$ cat src/rtl/wb_pkg.sv
// rtl/wb_pkg.sv - shared types for the write-back stage
package wb_pkg;

  typedef enum logic {
    IDLE     = 1'b0,
    WAIT_MEM = 1'b1
  } wb_state_t;

  // Sub-word load controls captured while a load waits for memory
  typedef struct packed {
    logic half;
    logic half_sel;
    logic sign_ext;
  } load_mode_t;

  localparam logic HALF_LOW  = 1'b0;
  localparam logic HALF_HIGH = 1'b1;
  localparam logic EXT_ZERO  = 1'b0;
  localparam logic EXT_SIGN  = 1'b1;

endpackage

$ cat src/rtl/wb_load_align.sv
// rtl/wb_load_align.sv - full-word or half-word select with zero/sign extension
module wb_load_align
  import wb_pkg::*;
#(
  parameter int DATA_WIDTH = 16
) (
  input  logic [DATA_WIDTH-1:0] data,
  input  load_mode_t            mode,
  output logic [DATA_WIDTH-1:0] aligned
);

  localparam int H = DATA_WIDTH / 2;

  logic [H-1:0] part;

  always_comb begin
    part    = (mode.half_sel == HALF_HIGH) ? data[DATA_WIDTH-1:H] : data[H-1:0];
    aligned = data;
    if (mode.half) begin
      if (mode.sign_ext == EXT_SIGN) aligned = {{H{part[H-1]}}, part};
      else                           aligned = {{H{1'b0}}, part};
    end
  end

endmodule

$ cat src/rtl/wb_unit.sv
// rtl/wb_unit.sv - registered write-back stage with load wait/timeout; optional WB_RETIRE_CNT_EN retire counter
module wb_unit
  import wb_pkg::*;
#(
  parameter int DATA_WIDTH   = 16,
  parameter int REG_WIDTH    = 4,
  parameter int MEM_TIMEOUT  = 15,
  parameter int TO_CNT_WIDTH = 4,
  parameter int CNT_WIDTH    = 16
) (
  input  logic                  clk,
  input  logic                  rst,
  input  logic                  valid_i,
  input  logic [DATA_WIDTH-1:0] WBResultW_i,
  input  logic [REG_WIDTH-1:0]  WriteRegW_i,
  input  logic                  RegWriteW_i,
  input  logic                  MemToRegW_i,
  input  logic                  LoadHalfW_i,
  input  logic                  HalfSelW_i,
  input  logic                  LoadSignedW_i,
  input  logic                  memData_valid_i,
  input  logic [DATA_WIDTH-1:0] memData_r_i,
  output logic                  stallW_o,
  output logic                  RegWriteW_o,
  output logic [REG_WIDTH-1:0]  WriteRegW_o,
  output logic [DATA_WIDTH-1:0] ResultW_o,
`ifdef WB_RETIRE_CNT_EN
  output logic [CNT_WIDTH-1:0]  retire_cnt_o,
`endif
  output logic                  timeout_err_o
);

  wb_state_t             state, state_n;
  logic [TO_CNT_WIDTH-1:0] to_cnt, to_cnt_n;
  logic [REG_WIDTH-1:0]  lat_reg;
  logic                  lat_we;
  load_mode_t            lat_mode;

  load_mode_t            up_mode, sel_mode;
  logic [DATA_WIDTH-1:0] aligned;
  logic                  commit, drop, latch;
  logic                  sel_we;
  logic [REG_WIDTH-1:0]  sel_reg;
  logic [DATA_WIDTH-1:0] sel_result;

  assign up_mode  = '{half: LoadHalfW_i, half_sel: HalfSelW_i, sign_ext: LoadSignedW_i};
  assign sel_mode = (state == WAIT_MEM) ? lat_mode : up_mode;

  wb_load_align #(.DATA_WIDTH(DATA_WIDTH)) u_align (
    .data    (memData_r_i),
    .mode    (sel_mode),
    .aligned (aligned)
  );

  always_comb begin
    state_n    = state;
    to_cnt_n   = to_cnt;
    commit     = 1'b0;
    drop       = 1'b0;
    latch      = 1'b0;
    stallW_o   = 1'b0;
    sel_we     = RegWriteW_i;
    sel_reg    = WriteRegW_i;
    sel_result = MemToRegW_i ? aligned : WBResultW_i;
    case (state)
      IDLE: begin
        if (valid_i) begin
          if (!MemToRegW_i || memData_valid_i) begin
            commit = 1'b1;
          end else begin
            latch    = 1'b1;
            stallW_o = 1'b1;
            state_n  = WAIT_MEM;
            to_cnt_n = TO_CNT_WIDTH'(1);
          end
        end
      end
      WAIT_MEM: begin
        // Upstream is frozen here, so only the latched controls matter
        stallW_o   = 1'b1;
        sel_we     = lat_we;
        sel_reg    = lat_reg;
        sel_result = aligned;
        if (memData_valid_i) begin
          commit  = 1'b1;
          state_n = IDLE;
        end else if (to_cnt == TO_CNT_WIDTH'(MEM_TIMEOUT)) begin
          drop    = 1'b1;
          state_n = IDLE;
        end else begin
          to_cnt_n = to_cnt + TO_CNT_WIDTH'(1);
        end
      end
      default: state_n = IDLE;
    endcase
  end

  always_ff @(posedge clk or posedge rst) begin
    if (rst) begin
      state         <= IDLE;
      to_cnt        <= '0;
      lat_reg       <= '0;
      lat_we        <= 1'b0;
      lat_mode      <= '0;
      RegWriteW_o   <= 1'b0;
      WriteRegW_o   <= '0;
      ResultW_o     <= '0;
      timeout_err_o <= 1'b0;
    end else begin
      state       <= state_n;
      to_cnt      <= to_cnt_n;
      RegWriteW_o <= commit & sel_we;
      if (latch) begin
        lat_reg  <= WriteRegW_i;
        lat_we   <= RegWriteW_i;
        lat_mode <= up_mode;
      end
      if (commit) begin
        WriteRegW_o <= sel_reg;
        ResultW_o   <= sel_result;
      end
      if (drop) timeout_err_o <= 1'b1;
    end
  end

`ifdef WB_RETIRE_CNT_EN
  always_ff @(posedge clk or posedge rst) begin
    if (rst)                  retire_cnt_o <= '0;
    else if (commit & sel_we) retire_cnt_o <= retire_cnt_o + CNT_WIDTH'(1);
  end
`endif

endmodule
$ cat config.mk
export PLATFORM = sky130hd
export DESIGN_NAME = wb_unit
export DESIGN_NICKNAME = d
export VERILOG_FILES = /design/src/rtl/wb_pkg.sv /design/src/rtl/wb_load_align.sv /design/src/rtl/wb_unit.sv
export SDC_FILE = /design/constraint.sdc
export NUM_CORES = 1
export LEC_CHECK = 0
export BUFFER_PORTS_ARGS = -buffer_cell sky130_fd_sc_hd__buf_2
export CORE_MARGIN = 2
export CORE_UTILIZATION = 53
export DETAILED_ROUTE_END_ITERATION = 10
export GPL_ROUTABILITY_DRIVEN = 0
export PLACE_DENSITY = 0.85
export SLEW_MARGIN = 20
export SYNTH_ARGS = -nofsm -noshare
export SYNTH_HDL_FRONTEND = slang
export SYNTH_SLANG_ARGS = --single-unit
$ cat constraint.sdc
create_clock -name clk -period 3.4 [get_ports clk]
set_input_delay 0 -clock clk [delete_from_list [all_inputs] [get_ports clk]]
set_output_delay 0 -clock clk [all_outputs]
set_load 0.02 [all_outputs]
==> reports/results.txt <==
Before antenna repair, the detailed router went through 4 iterations. The detailed router finished its first iteration with 138 violations. The tools report the total number of yosys warnings as 0. Headroom to the max-slew limit came out at 42.3%. The dominant register cell in the synthesized netlist is sky130_fd_sc_hd__dfrtp_1. The worst-case IR drop observed on VDD is 329 uV. After clock tree synthesis, the clock-pin slew on the worst setup and hold paths is 0.10 ns. The smallest clock period supported by the final layout is computed as 2.56 ns. The average routed wire per standard cell came out at 15.7 microns. After synthesis, the cell types taking the most area are sky130_fd_sc_hd__dfrtp_1 (47%), sky130_fd_sc_hd__a21oi_1 (5.9%), sky130_fd_sc_hd__mux2_2 (5.4%). Summing every instance area after synthesis gives 1870 sq um. The clock tree synthesis step divided the H-tree into 2 levels.

Once the floorplan was initialized, standard cells occupied 55.6% of the core. The signal on the critical path passes through nor2_1, nor2_1, nand2_1, o221ai_1, dlygate4sd3_1. The final core utilization is 77.4%. Layout-stage area growth over the synthesis result: 39.1%.

The start point of the worst min-delay path is memData_r_i[4]. After Yosys synthesis, and, or, nand and nor cells account for 15.1% of the synthesized area. The number of gates resized after CTS was 0. From left edge to right edge, the die measures 63.4 microns. Derived from the worst setup path, the maximum achievable clock frequency is 390 MHz. Global-route track usage on met3: 7.86%. The tools report the number of antenna violations at the first check in global routing as 0. In this run the register-to-register setup slack is 0.84 ns. The final layout contains 328 nets. Counting flops with a built-in enable in the synthesized netlist gives 0. Setup violations remaining at the end of the flow were counted as 0. Cells with a size suffix above 1 make up 32.2% of the layout. Global-route wire length before repair: 8500 microns.

The startpoint of the lowest-slack register-to-register path is state. The run gives 232 as the synthesized netlist net count. Portion of synthesized cell area occupied by the leading cell type: 46.8%.

Tracing the worst setup path back leads to its startpoint at state. The endpoint identified for the worst register-to-register timing path is ResultW_o[3]. The clock insertion delay at the later pin of the skew report was 0.37 ns; the sequential-to-total area share from yosys stat was 46.8%. In the final timing run, aggregate negative setup slack is 0 ns. Yosys mapped the design onto 36 distinct sky130hd cell types. The number of buffer and inverter instances along the worst setup path was 1. The peak per-stage delay on the critical path is 0.89 ns. Global routing used 27.8% of the available tracks. met2 is the most crowded layer. For this design, the slowest cell found on the critical path is sky130_fd_sc_hd__dfrtp_1.

For the final-report hold violation count, the log shows 1. The placement row count came out at 21. For the final-report max-slew violation count, the log shows 0.

Number of port buffers: 67. Setup repair after global routing left no endpoint under its margin. The number of cells traversed by the worst register-to-register path is 5, and the maximum buffer depth of the clock tree is 2. The worst min-delay path endpoint was ResultW_o[4]. The checks that failed: negative hold slack. The repair_antennas step left the layout with diodes totalling 0. The async set-reset flop share out of synthesis is 100%. The clock net in this run drives a total of 35 sinks. The root buffer cell is sky130_fd_sc_hd__clkbuf_4. The slew at the pin with the worst max-slew slack is 0.863 ns.

The placed wire-length estimate after detailed placement is 3150 microns, and the share of the clock period used by the worst path after layout is 75.4%. The leakage power of the design is 1.22 nW. The gate family responsible for the most delay along the worst path was simple AND/OR/NAND/NOR gates. The register with the most flip-flops in the layout has 16 of them. For this design the ratio of total power to cell area is 483 nW/um^2.

After Yosys synthesis, full adders, half adders and majority gates account for 0.669% of the synthesized area. From bottom edge to top edge, the die measures 63.4 microns. The parity-gate share of the synthesized area counting xor and xnor cells was 0.936%. The worst hold slack is -0.00655 ns. The tools report the post-synthesis cell count as 186. The cell type with the highest aggregate area in the netlist is sky130_fd_sc_hd__dfrtp_1. The type of the worst setup path was reg2reg. The die covers 4020 sq um. Combinational family with the most area after synthesis: compound AO/OA/AOI/OAI gates. Among the stages of the critical path, the cell type that occurs most often is sky130_fd_sc_hd__nor2_1. Fraction of met1 tracks used by global routing: 33.0%. The number of flip-flops and latches in the synthesized netlist works out to 35. Data on the critical path is required at its endpoint by 3.70 ns.

In this run the worst hold path is classified as in2reg. The mean instance size in the synthesized netlist came out at 10.1 sq um. The logs give 68 for the top-level I/O count and 0 for the number of antenna-violating nets in the routed design. In this run the worst path has a maximum fanout of 26.

The logs give 0 for the number of max-cap violations and 5 for the total CTS buffers. For the area of the placeable core, the log shows 3360 sq um. The number of vias after detailed routing is 1848, and the share of synthesized area spent on multiplexers is 10.8%. Largest clock skew in the final design: 0.0108 ns. The detail-routed via count per cell came out at 5.62.

STA classifies the critical path endpoint as a flop. The number of cells on the worst hold path works out to 3. TritonCTS built the clock tree. The remaining global-route overflow was 0. After detailed routing, the number of remaining DRC violations is 0. The data arrival time of the critical path is 2.86 ns.

The register with the most flip-flops is ResultW_o. For this block, the routed nets add up to 5160 microns of wire. The kind of start point of the critical path is a flop. Entering global routing, the biggest net connects 36 pins.

Summing the areas of all compound-gate instances in the mapped netlist gives 22.1% of the synthesized area. Once the clock tree was built, the setup fixing pass inserted 0 buffers. The run finished, with violations left.

After clock tree synthesis, the flow added hold-fix buffers numbering 31. For the number of global-route vias before repair, the log shows 1849. The run gives 45.7% as the met2 track demand over resource in global routing.
[worst reg2reg max path: stages (launching register included)]
cell                            delay (ns)
sky130_fd_sc_hd__dfrtp_1              0.89
sky130_fd_sc_hd__nor2_1               0.11
sky130_fd_sc_hd__nor2_1               0.68
sky130_fd_sc_hd__nand2_1              0.14
sky130_fd_sc_hd__o221ai_1             0.10
sky130_fd_sc_hd__dlygate4sd3_1        0.58
[routing by layer]
layer,wire (microns),part of all wire (%),up-vias
met5,0,0,-
met4,179,3.5,0
met3,390,7.6,18
met2,2460,48,88
met1,2120,41,867
li1,-,-,875
[synthesized netlist by cell type (2+ instances only)]
| library cell | instances |
|---|---|
| sky130_fd_sc_hd__clkbuf_1 | 3 |
| sky130_fd_sc_hd__and3_1 | 2 |
| sky130_fd_sc_hd__o22ai_1 | 8 |
| sky130_fd_sc_hd__nand3_1 | 4 |
| sky130_fd_sc_hd__o22a_1 | 8 |
| sky130_fd_sc_hd__dfrtp_1 | 35 |
| sky130_fd_sc_hd__a21oi_1 | 22 |
| sky130_fd_sc_hd__o21ai_0 | 6 |
| sky130_fd_sc_hd__mux2_2 | 9 |
| sky130_fd_sc_hd__and3b_1 | 3 |
| sky130_fd_sc_hd__inv_1 | 2 |
| sky130_fd_sc_hd__buf_2 | 5 |
| sky130_fd_sc_hd__xor2_1 | 2 |
| sky130_fd_sc_hd__mux2i_1 | 10 |
| sky130_fd_sc_hd__nor2b_1 | 10 |
| sky130_fd_sc_hd__nor2_1 | 7 |
| sky130_fd_sc_hd__o221ai_1 | 8 |
| sky130_fd_sc_hd__nand2_1 | 24 |
[power by group]
group,switching (W),internal (W)
combinational,0.000214,0.000196
sequential,0.0000720,0.000502
clock,0.000152,0.000121
total,0.000438,0.000818
[cell usage in the layout (no fill, tap or decap)]
cell	n
sky130_fd_sc_hd__nor3_2	1
sky130_fd_sc_hd__xor2_1	2
sky130_fd_sc_hd__and3b_1	3
sky130_fd_sc_hd__o221ai_1	8
sky130_fd_sc_hd__nor2b_1	10
sky130_fd_sc_hd__o21bai_2	1
sky130_fd_sc_hd__dlygate4sd3_1	31
sky130_fd_sc_hd__nand2b_1	1
sky130_fd_sc_hd__a41o_1	1
sky130_fd_sc_hd__o22ai_1	8
sky130_fd_sc_hd__a21oi_4	1
sky130_fd_sc_hd__ha_1	1
sky130_fd_sc_hd__clkbuf_4	5
sky130_fd_sc_hd__a21o_1	1
sky130_fd_sc_hd__dfrtp_1	35
sky130_fd_sc_hd__and2_1	1
sky130_fd_sc_hd__buf_2	67
sky130_fd_sc_hd__nor2_1	7
sky130_fd_sc_hd__o21bai_1	1
sky130_fd_sc_hd__o21ai_0	6
sky130_fd_sc_hd__a21oi_1	22
sky130_fd_sc_hd__mux2i_1	10
sky130_fd_sc_hd__and3_1	2
sky130_fd_sc_hd__a31oi_1	1
sky130_fd_sc_hd__o22a_1	8
sky130_fd_sc_hd__buf_4	2
sky130_fd_sc_hd__nand3_1	4
sky130_fd_sc_hd__clkbuf_8	2
sky130_fd_sc_hd__nor3_1	1
sky130_fd_sc_hd__o21ai_4	1
sky130_fd_sc_hd__inv_1	2
sky130_fd_sc_hd__mux2_2	9
sky130_fd_sc_hd__a22o_1	1
sky130_fd_sc_hd__nand2_1	24
sky130_fd_sc_hd__nand3_2	1
sky130_fd_sc_hd__clkinvlp_4	1
sky130_fd_sc_hd__and2b_1	1
[cell families after synthesis]
kind of cell	after synthesis
AOI/OAI and AO/OA	60
and+or+nand+nor	56
DFF	35
muxes	19
buffers and inverters	13
xor gates and xnor gates	2
adders and majority gates	1
[per-stage QoR]
stage / hold slack, ns / instance area (sq um) / power, W / setup slack [ns] / cells
finish: -0.00655 / 2600 / 0.00126 / 0.838 / 329
global route: 0.0118 / 2600 / 0.00133 / 0.623 / 329
CTS: 0.000508 / 2600 / 0.00125 / 0.890 / 329
detailed placement: 0.126 / 2220 / 0.000943 / 1.27 / 290
global placement: 0.120 / 2220 / 0.000933 / 1.40 / 290
floorplan: 0.131 / 1870 / 0.000816 / 2.05 / 186
[how the worst max path moves through the flow]
| stage | to | slack (ns) | cells after the start |
|---|---|---|---|
| 2_1_floorplan | ResultW_o[9] | 2.05 | 4 |
| 3_3_place_gp | WriteRegW_o[0] | 1.40 | 5 |
| 3_5_place_dp | WriteRegW_o[2] | 1.27 | 5 |
| 4_1_cts | ResultW_o[3] | 0.89 | 5 |
| 5_1_grt | ResultW_o[3] | 0.62 | 5 |
| 6_report | ResultW_o[3] | 0.84 | 5 |
[area by class of cell]
type,instances,area [sq um]
inverter,2,7.51
fill,241,761
timing repair buffer,100,661
tap,46,57.6
clock buffer,7,65.1
clock inverter,1,7.51
multi-input combinational,138,928
sequential,35,876
Power figures use the tool's default switching activity.
